===== src/rtl/demux_pkg.sv =====
// Shared encodings for the round-robin / fixed-channel demux.
package demux_pkg;

  typedef enum logic {
    ST_EMPTY = 1'b0,
    ST_FULL  = 1'b1
  } state_t;

  localparam logic MODE_RR    = 1'b0;
  localparam logic MODE_FIXED = 1'b1;
  localparam int   NCH        = 4;

endpackage


===== src/rtl/demux_rr_sched_rr_pick4.sv =====
// Four-way round-robin picker: first requester strictly after ptr in wrap
// order, falling back to ptr itself when it is the only requester.
module rr_pick4 (
  input  logic [1:0] ptr,
  input  logic [3:0] req,
  output logic [1:0] grant,
  output logic       any
);

  logic [1:0] w_idx;

  // Scan from the farthest candidate to the nearest so the nearest wins.
  always_comb begin
    grant = ptr;
    any   = |req;
    w_idx = 2'b00;
    for (int i = 4; i >= 1; i--) begin
      w_idx = ptr + 2'(i);
      if (req[w_idx]) grant = w_idx;
    end
  end

endmodule


===== src/rtl/demux_rr_sched.sv =====
// Single-entry buffered 1-to-4 demux; each accepted word is routed either
// round-robin across enabled channels or to a fixed channel.
module demux_rr_sched
  import demux_pkg::*;
#(
  parameter int DW = 8,
  parameter int CW = 16
) (
  input  logic          clk,
  input  logic          rst,
  input  logic          mode,
  input  logic [1:0]    fixed_sel,
  input  logic [3:0]    ch_en,
  input  logic          in_valid,
  input  logic [DW-1:0] in_data,
  output logic          in_ready,
  output logic [3:0]    out_valid,
  output logic [DW-1:0] out_data,
  input  logic [3:0]    out_ready,
  output logic [1:0]    cur_ch,
  output logic [CW-1:0] word_cnt
);

  state_t        r_state;
  state_t        w_state_nxt;
  logic [DW-1:0] r_data;
  logic [1:0]    r_cur_ch;
  logic [1:0]    r_rr_ptr;
  logic [CW-1:0] r_word_cnt;

  logic [1:0]    w_rr_grant;
  logic          w_rr_any;
  logic [1:0]    w_target;
  logic          w_target_ok;
  logic          w_deliver;
  logic          w_in_ready;
  logic          w_accept;

  rr_pick4 u_pick (
    .ptr   (r_rr_ptr),
    .req   (ch_en),
    .grant (w_rr_grant),
    .any   (w_rr_any)
  );

  // Target for a word accepted this cycle; control inputs only matter here.
  always_comb begin
    w_target    = w_rr_grant;
    w_target_ok = w_rr_any;
    if (mode == MODE_FIXED) begin
      w_target    = fixed_sel;
      w_target_ok = ch_en[fixed_sel];
    end
  end

  // Only the held word's own channel can drain it; other readies are ignored.
  assign w_deliver  = (r_state == ST_FULL) && out_ready[r_cur_ch];
  // Refill in the same cycle as a drain keeps one word per cycle throughput.
  assign w_in_ready = !rst && w_target_ok && ((r_state == ST_EMPTY) || w_deliver);
  assign w_accept   = in_valid && w_in_ready;

  // Buffer occupancy next state.
  always_comb begin
    w_state_nxt = r_state;
    if (w_accept)       w_state_nxt = ST_FULL;
    else if (w_deliver) w_state_nxt = ST_EMPTY;
  end

  // Occupancy register; reset discards any held word.
  always_ff @(posedge clk) begin
    if (rst) r_state <= ST_EMPTY;
    else     r_state <= w_state_nxt;
  end

  // Held word, its target, round-robin pointer and delivery counter.
  always_ff @(posedge clk) begin
    if (rst) begin
      r_data     <= '0;
      r_cur_ch   <= 2'd0;
      r_rr_ptr   <= 2'd3;
      r_word_cnt <= '0;
    end else begin
      if (w_accept) begin
        r_data   <= in_data;
        r_cur_ch <= w_target;
        r_rr_ptr <= w_target;
      end
      if (w_deliver) r_word_cnt <= r_word_cnt + CW'(1);
    end
  end

  assign in_ready  = w_in_ready;
  assign out_valid = (r_state == ST_FULL) ? (4'b0001 << r_cur_ch) : 4'b0000;
  assign out_data  = r_data;
  assign cur_ch    = r_cur_ch;
  assign word_cnt  = r_word_cnt;

endmodule


===== config.mk =====
export PLATFORM = sky130hd
export DESIGN_NAME = demux_rr_sched
export DESIGN_NICKNAME = d
export VERILOG_FILES = /design/src/rtl/demux_pkg.sv /design/src/rtl/demux_rr_sched_rr_pick4.sv /design/src/rtl/demux_rr_sched.sv
export SDC_FILE = /design/constraint.sdc
export NUM_CORES = 1
export LEC_CHECK = 0
export CORE_ASPECT_RATIO = 0.9
export CORE_MARGIN = 2
export CORE_UTILIZATION = 35
export DETAILED_ROUTE_END_ITERATION = 6
export GPL_ROUTABILITY_DRIVEN = 0
export GPL_TIMING_DRIVEN = 0
export PLACE_DENSITY_LB_ADDON = 0.15
export SLEW_MARGIN = 20
export SYNTH_ARGS = -nofsm -noshare
export SYNTH_HDL_FRONTEND = slang
export SYNTH_HIERARCHICAL = 1
export SYNTH_SLANG_ARGS = --single-unit

===== constraint.sdc =====
create_clock -name clk -period 2.7 [get_ports clk]
set_clock_uncertainty 0.1 [all_clocks]
set_input_delay 0.27 -clock clk [delete_from_list [all_inputs] [get_ports clk]]
set_output_delay 0.27 -clock clk [all_outputs]
set_load 0.02 [all_outputs]

# == Yosys cells after proc, flatten, opt, wreduce, memory -nomap -nowiden ==
# Index checks and enable logic that the tools add are counted.
# totals
word_cells,42
latchBits,0
out_inout_bits,31
mem_count,0
regBits,29
ramBits,0
romBits,0
# classes
n_reduce_logical,8
n_mul,0
n_addsub,4
shift,1
eq_ne,0
muxes,18
n_div,0
bitwise_logic,1
order_cmp,5
# ops
cell,count
"adder 16 x 1 -> 16 bit, second input constant",1
"less-than comparator 2 x 3 -> 1 bit, second input constant",5
binary-select mux 1 bit (select 2 bit),5
2-to-1 mux 1 bit,8
2-to-1 mux 2 bit,4
"adder 2 bit, second input constant",2
logical AND 1 bit,4
2-to-1 mux 4 bit,1
OR reduction 4 bit,1
"<< shifter 1 x 2 -> 4 bit, first input constant",1
"adder 2 x 1 -> 2 bit, second input constant",1
nonzero test 2 bit,1
zero test 1 bit,1
logical OR 1 bit,1
NOT 1 bit,1

# == Logic depth before layout (Yosys ltp) ==
# Gate-level depths: netlist (run 1).
# depth
word_depth,7
mapped_depth,6
depth_no_buf,5

# == Modules after synthesis ==
# The synthesis (run 1) kept the hierarchy.
# by_module_without_submodules
mod,n_inst,area_each_um2,seq_area_each_um2,cells_each
demux_rr_sched,1,1425.1,580.6,158
rr_pick4,1,86.3,0.0,12

# == Worst setup path after synthesis (run 1) ==
# OpenSTA, ideal clock, no wires.
# synth_path
path_kind,register -> register
from,register r_cur_ch[0] (netlist: cur_ch[0])
to,register r_word_cnt[13] (netlist: word_cnt[13])
stages_incl_launch_ff,7
period_less_slack_ps,2020
required_ps,2479
arrival_ps,1799
path_slack_ps,680
cell_sequence,dfxtp_1 buf_4 mux2i_1 o32a_1 buf_6 nor4_1 mux2_2
# synth_via
elab_chain_cells,3
# synth_rtl
item,line_no,text
start: declaration,demux_rr_sched.sv:27,logic [1:0] r_cur_ch;
start signal: assignment,demux_rr_sched.sv:85,r_cur_ch <= w_target;
binary-select mux 1 bit (select 2 bit),demux_rr_sched.sv:57,assign w_deliver = (r_state == ST_FULL) && out_ready[r_cur_ch];
2-to-1 mux 1 bit (implied by the code),demux_rr_sched.sv:57,
logical AND 1 bit,demux_rr_sched.sv:57,
end signal: assignment,demux_rr_sched.sv:88,if (w_deliver) r_word_cnt <= r_word_cnt + CW'(1);
end: declaration,demux_rr_sched.sv:29,logic [CW-1:0] r_word_cnt;
# Every way passes these cells. The select of a mux whose other input is x is not followed.
# A chain may end at the register's enable or synchronous reset.

# == Final worst setup path (run 1) ==
# layout_path
from,input port ch_en[1]
to,output port in_ready
# layout_via
elab_cells_between_ends,6
# layout_lines
item,line_no,text
start: declaration,demux_rr_sched.sv:13,"input logic [3:0] ch_en,"
OR reduction 4 bit,demux_rr_sched_rr_pick4.sv:15,any = |req;
net w_rr_any,demux_rr_sched.sv:32,logic w_rr_any;
2-to-1 mux 1 bit,demux_rr_sched.sv:50,if (mode == MODE_FIXED) begin
logical AND 1 bit (2 in series),demux_rr_sched.sv:59,assign w_in_ready = !rst && w_target_ok && ((r_state == ST_EMPTY) || w_deliver);
end: declaration,demux_rr_sched.sv:16,"output logic in_ready,"
# The timed path passes the listed nets, and every way through them passes these cells. The select of a mux whose other input is x is not followed.

==> metrics.yaml, run 1 <==
outcome:
  status: "complete, no violations"
critical_path:
  crit_required_ns: 2.33
  critPathLaunchType: "input port"
  rr_startpoint: "cur_ch[0]"
  crit_fanout: 5
  r2r_end: "out_data[4]"
  rr_worst_depth: 6
  critPathKind: "input port to primary output"
  endpoint_kind: "primary output"
  crit_arrival_ns: 2.15
  timing.reg2reg.setup_slack_ns: 0.59
synthesis:
  yosysSeqAreaShare: 0.384
  netlist_instances: 170
  synth.net_count: 193
  avgSynthCellArea_um2: 8.89
  synth_cell_types: 41
  syn_area_um2: 1510
  synth_seq_cells: 29
  ys_warn_count: 6
floorplanning:
  fp.dieArea_um2: 4860
  pin_count: 53
  num_rows: 22
  dieHeight_um: 66.3
  initial_utilization: 0.369
  die_x_um: 73.3
  core_area_um2: 4100
detailed_routing:
  antenna_left: 0
  vias: 1454
  drc: 0
  routedWlPerCell_um: 12.7
  via_per_inst: 5.23
  first_pass_iters: 4
  drtIter0Drc: 65
  wirelength_um: 3520
power:
  p_leak_nw: 0.767
  peakVddDrop_mv: 0.312
  cellPowerDensity_nw_per_um2: 450
  fin_total_pwr_mw: 0.978
grt:
  overflow: 0
  grt_pass1_vias: 1324
  grt_max_degree: 11
  grt.total_usage: 0.162
  antenna_found_initial: 0
  grt_pass1_wl_um: 6010
placed_design:
  hpwl_um: 2590
  port_buffers: 52
sta:
  drv_slew: 0
  relSlewSlack: 0.688
  setup_viol: 0
  hold_violations: 0
  worstMarginPinSlew_ns: 0.468
  fmax_ghz: 0.396
  rsz0062_at_grt: "false"
  post-route-period-util: 0.935
  final.setup.tns_ns: 0
  fin_crit_ns: 2.52
cts:
  clockBufferDepth: 2
  numCtsBuffers: 5
  htreeDepth: 2
  postCtsHoldBufs: 0
  clock-sinks: 29
  clk_pin_slew_ns: 0.06
  cts_resized: 0
  cts_tree: "done"
  insertion_delay_ns: 0.28
  root_buffer: "clkbuf_8"
  cts_setup_buffers: 0
cells_and_area:
  layout-drive-gt1-share: 0.0957
  layout_common_cells: "52 x clkdlybuf4s50_1, 29 x dfxtp_1, 15 x a21oi_1"
  antennaDiodeCount: 0
  layout_commonest_cell: "clkdlybuf4s50_1"
  fin_nets: 252
  syn_to_final_growth_pct: 43.9
flow_run:
  maxCapViolations: 0
hold_path:
  whs_endpoint: "word_cnt[15]"
  hold_depth: 2
  hold_start: "word_cnt[15]"
  hold_class: "flip-flop to flip-flop"
[logic make-up after synthesis]
kind of cell / count (synthesis) / share of synthesized area
AND/OR/NAND/NOR: 68 / 0.256
AO/OA/AOI/OAI: 39 / 0.163
flip-flops: 29 / 0.384
multiplexers: 20 / 0.145
buffers and inverters: 12 / 0.0381
XOR/XNOR: 1 / 0.00580
adder cells (fa/ha/maj): 1 / 0.00828
[sequential cells by signal, summed over array words and instances, names as in the netlist]
register	count
cur_ch	2
out_data	8
r_rr_ptr	2
r_state	1
word_cnt	16
[synth_stat cells, drive strengths merged]
cell / count / area share
dfxtp: 29 / 0.38
a21oi: 16 / 0.055
mux2: 12 / 0.092
nor2: 12 / 0.030
nor2b: 12 / 0.050
mux2i: 8 / 0.053
nand3: 7 / 0.023
or4: 7 / 0.035
nand2: 6 / 0.015
o21ai: 6 / 0.020
o31ai: 6 / 0.030
or3: 6 / 0.025
clkbuf: 5 / 0.012
inv: 4 / 0.0099
and2: 3 / 0.012
buf: 3 / 0.016
nand4: 3 / 0.012
a211oi: 2 / 0.0099
a22oi: 2 / 0.0099
a41oi: 2 / 0.012
and3: 2 / 0.0083
and4: 2 / 0.012
nand2b: 2 / 0.0099
nor3: 2 / 0.0066
nor4: 2 / 0.0083
a2bb2oi: 1 / 0.0058
a31oi: 1 / 0.0041
ha: 1 / 0.0083
nor3b: 1 / 0.0050
o22a: 1 / 0.0058
o22ai: 1 / 0.0041
o32a: 1 / 0.0066
or2: 1 / 0.0041
xnor2: 1 / 0.0058
[critical path, stage by stage]
cell,delay (ns)
clkdlybuf4s50_1,0.48
or4_1,0.53
nor2_1,0.10
nor2_1,0.08
and3_1,0.16
clkdlybuf4s50_1,0.53
[metal layers]
metal	up-vias	global-route usage	routed length [µm]
met1	665	0.203	1780
met5	-	0	0
met3	6	0.0534	209
li1	750	-	-
met2	33	0.247	1460
met4	0	0.0833	74
[report_power, final]
group | internal, mW | switching (mW) | leakage, nW
clock | 0.178 | 0.166 | 0.0450
sequential | 0.446 | 0.0145 | 0.236
combinational | 0.0953 | 0.0779 | 0.486
total | 0.719 | 0.259 | 0.767
[worst max-delay path by stage]
stage	from	to	slack (ns)	depth (start not counted)
finish	ch_en[1]	in_ready	0.18	6
CTS	cur_ch[0]	in_ready	0.15	5
global placement	ch_en[1]	in_ready	0.16	6
global route	cur_ch[0]	in_ready	0.03	5
detailed placement	ch_en[1]	in_ready	0.18	6
floorplan	cur_ch[0]	word_cnt[13]	0.68	6
[cell type report]
| type | instances | area, µm² |
|---|---|---|
| flip-flops and latches | 29 | 581 |
| inverters | 4 | 15.0 |
| multi-input cells | 129 | 873 |
| repair buffers | 52 | 520 |
| well taps | 48 | 60.1 |
| clock inverters | 2 | 10.0 |
| clock buffers | 6 | 72.6 |
| fillers | 410 | 1930 |
| plain buffers | 8 | 42.5 |
[through the flow]
stage	std cells	worst slack (ns)	area [µm²]	hold WS, ns	utilization
2_1_floorplan	170	0.680	1510	0.295	-
3_3_place_gp	270	0.158	2090	0.382	0.510
3_5_place_dp	270	0.183	2090	0.380	0.510
4_1_cts	278	0.146	2170	0.389	0.530
5_1_grt	278	0.0289	2170	0.422	0.530
6_report	278	0.175	2170	0.384	0.530
(Power assumes the default switching activity.)
==> inputs of run 2 (changes only) <==
--- a/config.mk
+++ b/config.mk
@@ -11,6 +11,7 @@
 export DETAILED_ROUTE_END_ITERATION = 6
 export GPL_ROUTABILITY_DRIVEN = 0
 export GPL_TIMING_DRIVEN = 0
+export MAX_ROUTING_LAYER = met4
 export PLACE_DENSITY_LB_ADDON = 0.15
 export SLEW_MARGIN = 20
 export SYNTH_ARGS = -nofsm -noshare
==> run 2 against run 1 <==
Sequential cell count is the same. Routed wire length is essentially flat. Total power is essentially flat. Cell count is the same. Clock-buffer cell count is the same. Maximum frequency is essentially flat. Clock power is essentially flat. Critical path depth is the same. Cell area is the same. First-iteration DRC count grew 6.2%. Critical path type unchanged.
==> metrics.yaml, run 2 (same netlist as run 1, synthesis figures left out) <==
placed_design:
  hpwl_um: 2590
  port_buffers: 52
  place_area_um2: 2090
sta:
  rsz0062_at_grt: "false"
  fmax_ghz: 0.396
  relSlewSlack: 0.687
  fin_crit_ns: 2.52
  post-route-period-util: 0.935
  final.setup.tns_ns: 0
  drv_slew: 0
  setup_viol: 0
  hold_violations: 0
  worstMarginPinSlew_ns: 0.470
critical_path:
  cp_slowest_stage_delay_ns: 0.53
  crit_fanout: 5
  crit_required_ns: 2.33
  critical_path.cell_chain: "clkdlybuf4s50_1 -> or4_1 -> nor2_1 -> nor2_1 -> and3_1 -> clkdlybuf4s50_1"
  critPathLaunchType: "input port"
  critPathKind: "input port to primary output"
  crit_arrival_ns: 2.15
  slowest_stage: "or4_1"
  endpoint_kind: "primary output"
detailed_routing:
  vias: 1451
  routedWlPerCell_um: 12.6
  wirelength_um: 3520
  first_pass_iters: 4
  via_per_inst: 5.22
  antenna_left: 0
  drc: 0
  drtIter0Drc: 69
floorplanning:
  fp.dieArea_um2: 4860
  core_area_um2: 4100
  initial_utilization: 0.369
  pin_count: 53
  die_x_um: 73.3
  num_rows: 22
  dieHeight_um: 66.3
cells_and_area:
  fin_area_um2: 2170
  antennaDiodeCount: 0
  layout_common_cells: "52 x clkdlybuf4s50_1, 29 x dfxtp_1, 15 x a21oi_1"
  layout_commonest_cell: "clkdlybuf4s50_1"
  syn_to_final_growth_pct: 43.9
  fin_nets: 252
  fill_cells: 410
  layout-drive-gt1-share: 0.0957
  largest_reg_flops: 16
  fin_util: 0.530
cts:
  cts_resized: 0
  htreeDepth: 2
  cts_setup_buffers: 0
  root_buffer: "clkbuf_8"
  insertion_delay_ns: 0.28
  clk_pin_slew_ns: 0.06
  postCtsHoldBufs: 0
  numCtsBuffers: 5
  clockBufferDepth: 2
  clock-sinks: 29
  cts_tree: "done"
hold_path:
  hold_class: "flip-flop to flip-flop"
grt:
  overflow: 0
  grt_pass1_vias: 1321
  grt_pass1_wl_um: 6020
  grt_max_degree: 11
  grt.total_usage: 0.167
  antenna_found_initial: 0
outcome:
  status: "complete, no violations"
power:
  cellPowerDensity_nw_per_um2: 450
  p_leak_nw: 0.767
  peakVddDrop_mv: 0.312
flow_run:
  maxCapViolations: 0
[run 2: cell counts in the layout (fill, tap and decap cells not counted)]
Identical to the previous run, type by type.
[run 2: stage by stage]
step	hold WS [ns]	std cells	setup slack [ns]	power, mW
2_1_floorplan	0.295	170	0.680	0.561
3_3_place_gp	0.382	270	0.158	0.644
3_5_place_dp	0.380	270	0.183	0.644
4_1_cts	0.389	278	0.146	0.991
5_1_grt	0.422	278	0.0289	1.02
6_report	0.383	278	0.175	0.978
[run 2: per-layer routing]
layer  part of all wire  global-route usage
met1               0.52               0.210
met2               0.41               0.247
met3              0.045              0.0442
met4              0.020              0.0833
met5                  0                   -
[run 2: layout make-up]
cell class                 instances  area, µm²  area share
clock inverter                     2       10.0     0.00460
timing repair buffer              52        520       0.239
buffer                             8       42.5      0.0196
sequential                        29        581       0.267
inverter                           4       15.0     0.00690
multi-input combinational        129        873       0.402
clock buffer                       6       72.6      0.0334
tap                               48       60.1      0.0276
[run 2: final timing paths]
| kind | depth (start not counted) | to | startpoint | slack [ns] |
|---|---|---|---|---|
| max | 6 | in_ready | ch_en[1] | 0.18 |
| min | 2 | word_cnt[15] | word_cnt[15] | 0.38 |
| max reg2reg | 6 | out_data[0] | cur_ch[0] | 0.57 |
| min reg2reg | 2 | word_cnt[15] | word_cnt[15] | 0.38 |
[run 2: worst max-delay path, delay by kind of cell]
kind	cells	cell delay [ns]
buf+inv	2	1.01
simple gates	4	0.87
[run 2: report_power, final]
group / internal, mW / total (mW) / switching [mW]
clock: 0.178 / 0.344 / 0.166
sequential: 0.446 / 0.461 / 0.0145
combinational: 0.0953 / 0.173 / 0.0780
==> inputs of run 3 (changes only) <==
--- a/config.mk
+++ b/config.mk
@@ -12,9 +12,10 @@
 export GPL_ROUTABILITY_DRIVEN = 0
 export GPL_TIMING_DRIVEN = 0
 export MAX_ROUTING_LAYER = met4
-export PLACE_DENSITY_LB_ADDON = 0.15
+export PLACE_DENSITY = 0.76
 export SLEW_MARGIN = 20
 export SYNTH_ARGS = -nofsm -noshare
 export SYNTH_HDL_FRONTEND = slang
 export SYNTH_HIERARCHICAL = 1
 export SYNTH_SLANG_ARGS = --single-unit
+export TNS_END_PERCENT = 1
==> run 3 against run 2 <==
Critical path depth down 1. Total power increased by 13%. Routed wire length decreased by 2.0%. Cell area increased by 1.6%. Highest routed layer unchanged. Largest power group is now clock. Sequential power barely moved. Global-route usage decreased by 0.69 points. Register-to-register slack better by 0.03 ns. Sequential cell count did not move. Clock power grew 36%. Combinational power barely moved. Clock-buffer cell count rose by 1. Sequential share of layout area down 0.41 points.
==> metrics.yaml, run 3 (same netlist as run 1, synthesis figures left out) <==
outcome:
  status: "complete, no violations"
sta:
  relSlewSlack: 0.700
  worst_slack_ns: 0.149
  drv_slew: 0
  fin_crit_ns: 2.55
  rsz0062_at_grt: "false"
  setup_viol: 0
  hold_violations: 0
  post-route-period-util: 0.945
  final.setup.tns_ns: 0
  fmax_ghz: 0.392
  worstMarginPinSlew_ns: 0.450
cells_and_area:
  largest_reg_flops: 16
  fin_area_um2: 2210
  fin_util: 0.538
  antennaDiodeCount: 0
  layout_commonest_cell: "clkdlybuf4s50_1"
  fin_nets: 252
  syn_to_final_growth_pct: 46.1
  layout-drive-gt1-share: 0.0957
  fill_cells: 379
  stdcell_count: 278
  layout_common_cells: "52 x clkdlybuf4s50_1, 29 x dfxtp_1, 15 x a21oi_1"
cts:
  cts_setup_buffers: 0
  cts_resized: 0
  cts_tree: "done"
  clk_pin_slew_ns: 0.06
  htreeDepth: 2
  root_buffer: "clkbuf_8"
  postCtsHoldBufs: 0
  insertion_delay_ns: 0.29
  clockBufferDepth: 2
  numCtsBuffers: 5
  clock-sinks: 29
critical_path:
  crit_required_ns: 2.33
  startpoint: "cur_ch[0]"
  r2r_end: "out_data[0]"
  rr_worst_depth: 6
  critPathKind: "flip-flop to primary output"
  crit_arrival_ns: 2.18
  worstSetupEndpoint: "in_ready"
  critPathLaunchType: "flip-flop"
  crit_fanout: 7
  endpoint_kind: "primary output"
  rr_startpoint: "cur_ch[0]"
  timing.reg2reg.setup_slack_ns: 0.60
grt:
  grt_pass1_vias: 1309
  antenna_found_initial: 0
  use_met2: 0.221
  met1_usage: 0.203
  grt_pass1_wl_um: 5710
  grt_max_degree: 11
  grt_util_met3: 0.0716
  grt.total_usage: 0.160
  overflow: 0
  top_usage_layer: "met2"
floorplanning:
  fp.dieArea_um2: 4860
  initial_utilization: 0.369
  core_area_um2: 4100
  die_x_um: 73.3
  pin_count: 53
  num_rows: 22
  dieHeight_um: 66.3
power:
  sw_frac_of_total: 0.235
  p_int_mw: 0.842
  power_frac_comb: 0.157
  switching_power_mw: 0.259
  clkPwrFrac: 0.425
  peakVddDrop_mv: 0.382
  cellPowerDensity_nw_per_um2: 498
  p_leak_nw: 0.780
  pwr-share-seq: 0.419
placed_design:
  hpwl_um: 2520
  pre_cts_ws_ns: 0.174
  place_area_um2: 2090
  port_buffers: 52
  place_inst: 270
hold_path:
  hold_class: "flip-flop to flip-flop"
detailed_routing:
  routedWlPerCell_um: 12.4
  drtIter0Drc: 63
  wirelength_um: 3450
  drc: 0
  first_pass_iters: 4
  antenna_left: 0
  via_per_inst: 5.16
  vias: 1435
flow_run:
  maxCapViolations: 0
==> run 3: power by group through the flow <==
stage          registers [mW]  logic, mW  clock network (mW)
2_1_floorplan           0.485     0.0762                   0
3_3_place_gp            0.469      0.172                   0
3_5_place_dp            0.470      0.173                   0
4_1_cts                 0.461      0.174               0.479
5_1_grt                 0.463      0.187               0.503
6_report                0.461      0.173               0.467
==> run 3: layout make-up <==
cell class                      count  area, µm²  share of cell area
Tap cell                           48       60.1              0.0272
Buffer                              8       42.5              0.0193
Clock buffer                        7       86.3              0.0391
Timing Repair Buffer               52        520               0.236
Clock inverter                      1       30.0              0.0136
Multi-Input combinational cell    129        873               0.395
Inverter                            4       15.0             0.00680
Sequential cell                    29        581               0.263
==> run 3: worst min path at each step <==
stage,from,to,slack (ns),cells after the start
after floorplan,in_data[1],out_data[1],0.29,1
after global placement,word_cnt[15],word_cnt[15],0.37,2
after detailed placement,word_cnt[15],word_cnt[15],0.38,2
after CTS,word_cnt[15],word_cnt[15],0.39,2
after global routing,word_cnt[15],word_cnt[15],0.44,2
final,word_cnt[15],word_cnt[15],0.39,2
==> run 3: routing by layer <==
layer,up-vias,routed length [µm]
li1,746,-
met1,647,1770
met2,37,1390
met3,5,220
met4,0,60
met5,-,0
==> run 3: stage by stage <==
stage | power, mW | hold WS, ns
2_1_floorplan | 0.561 | 0.295
3_3_place_gp | 0.641 | 0.374
3_5_place_dp | 0.643 | 0.375
4_1_cts | 1.11 | 0.386
5_1_grt | 1.15 | 0.442
6_report | 1.10 | 0.390
==> run 3: worst max-delay path: stages, from the launching register on <==
cell             delay, ns
dfxtp_1               0.31
buf_4                 0.15
mux2i_1               0.17
a22oi_1               0.43
and3_1                0.22
clkdlybuf4s50_1       0.61
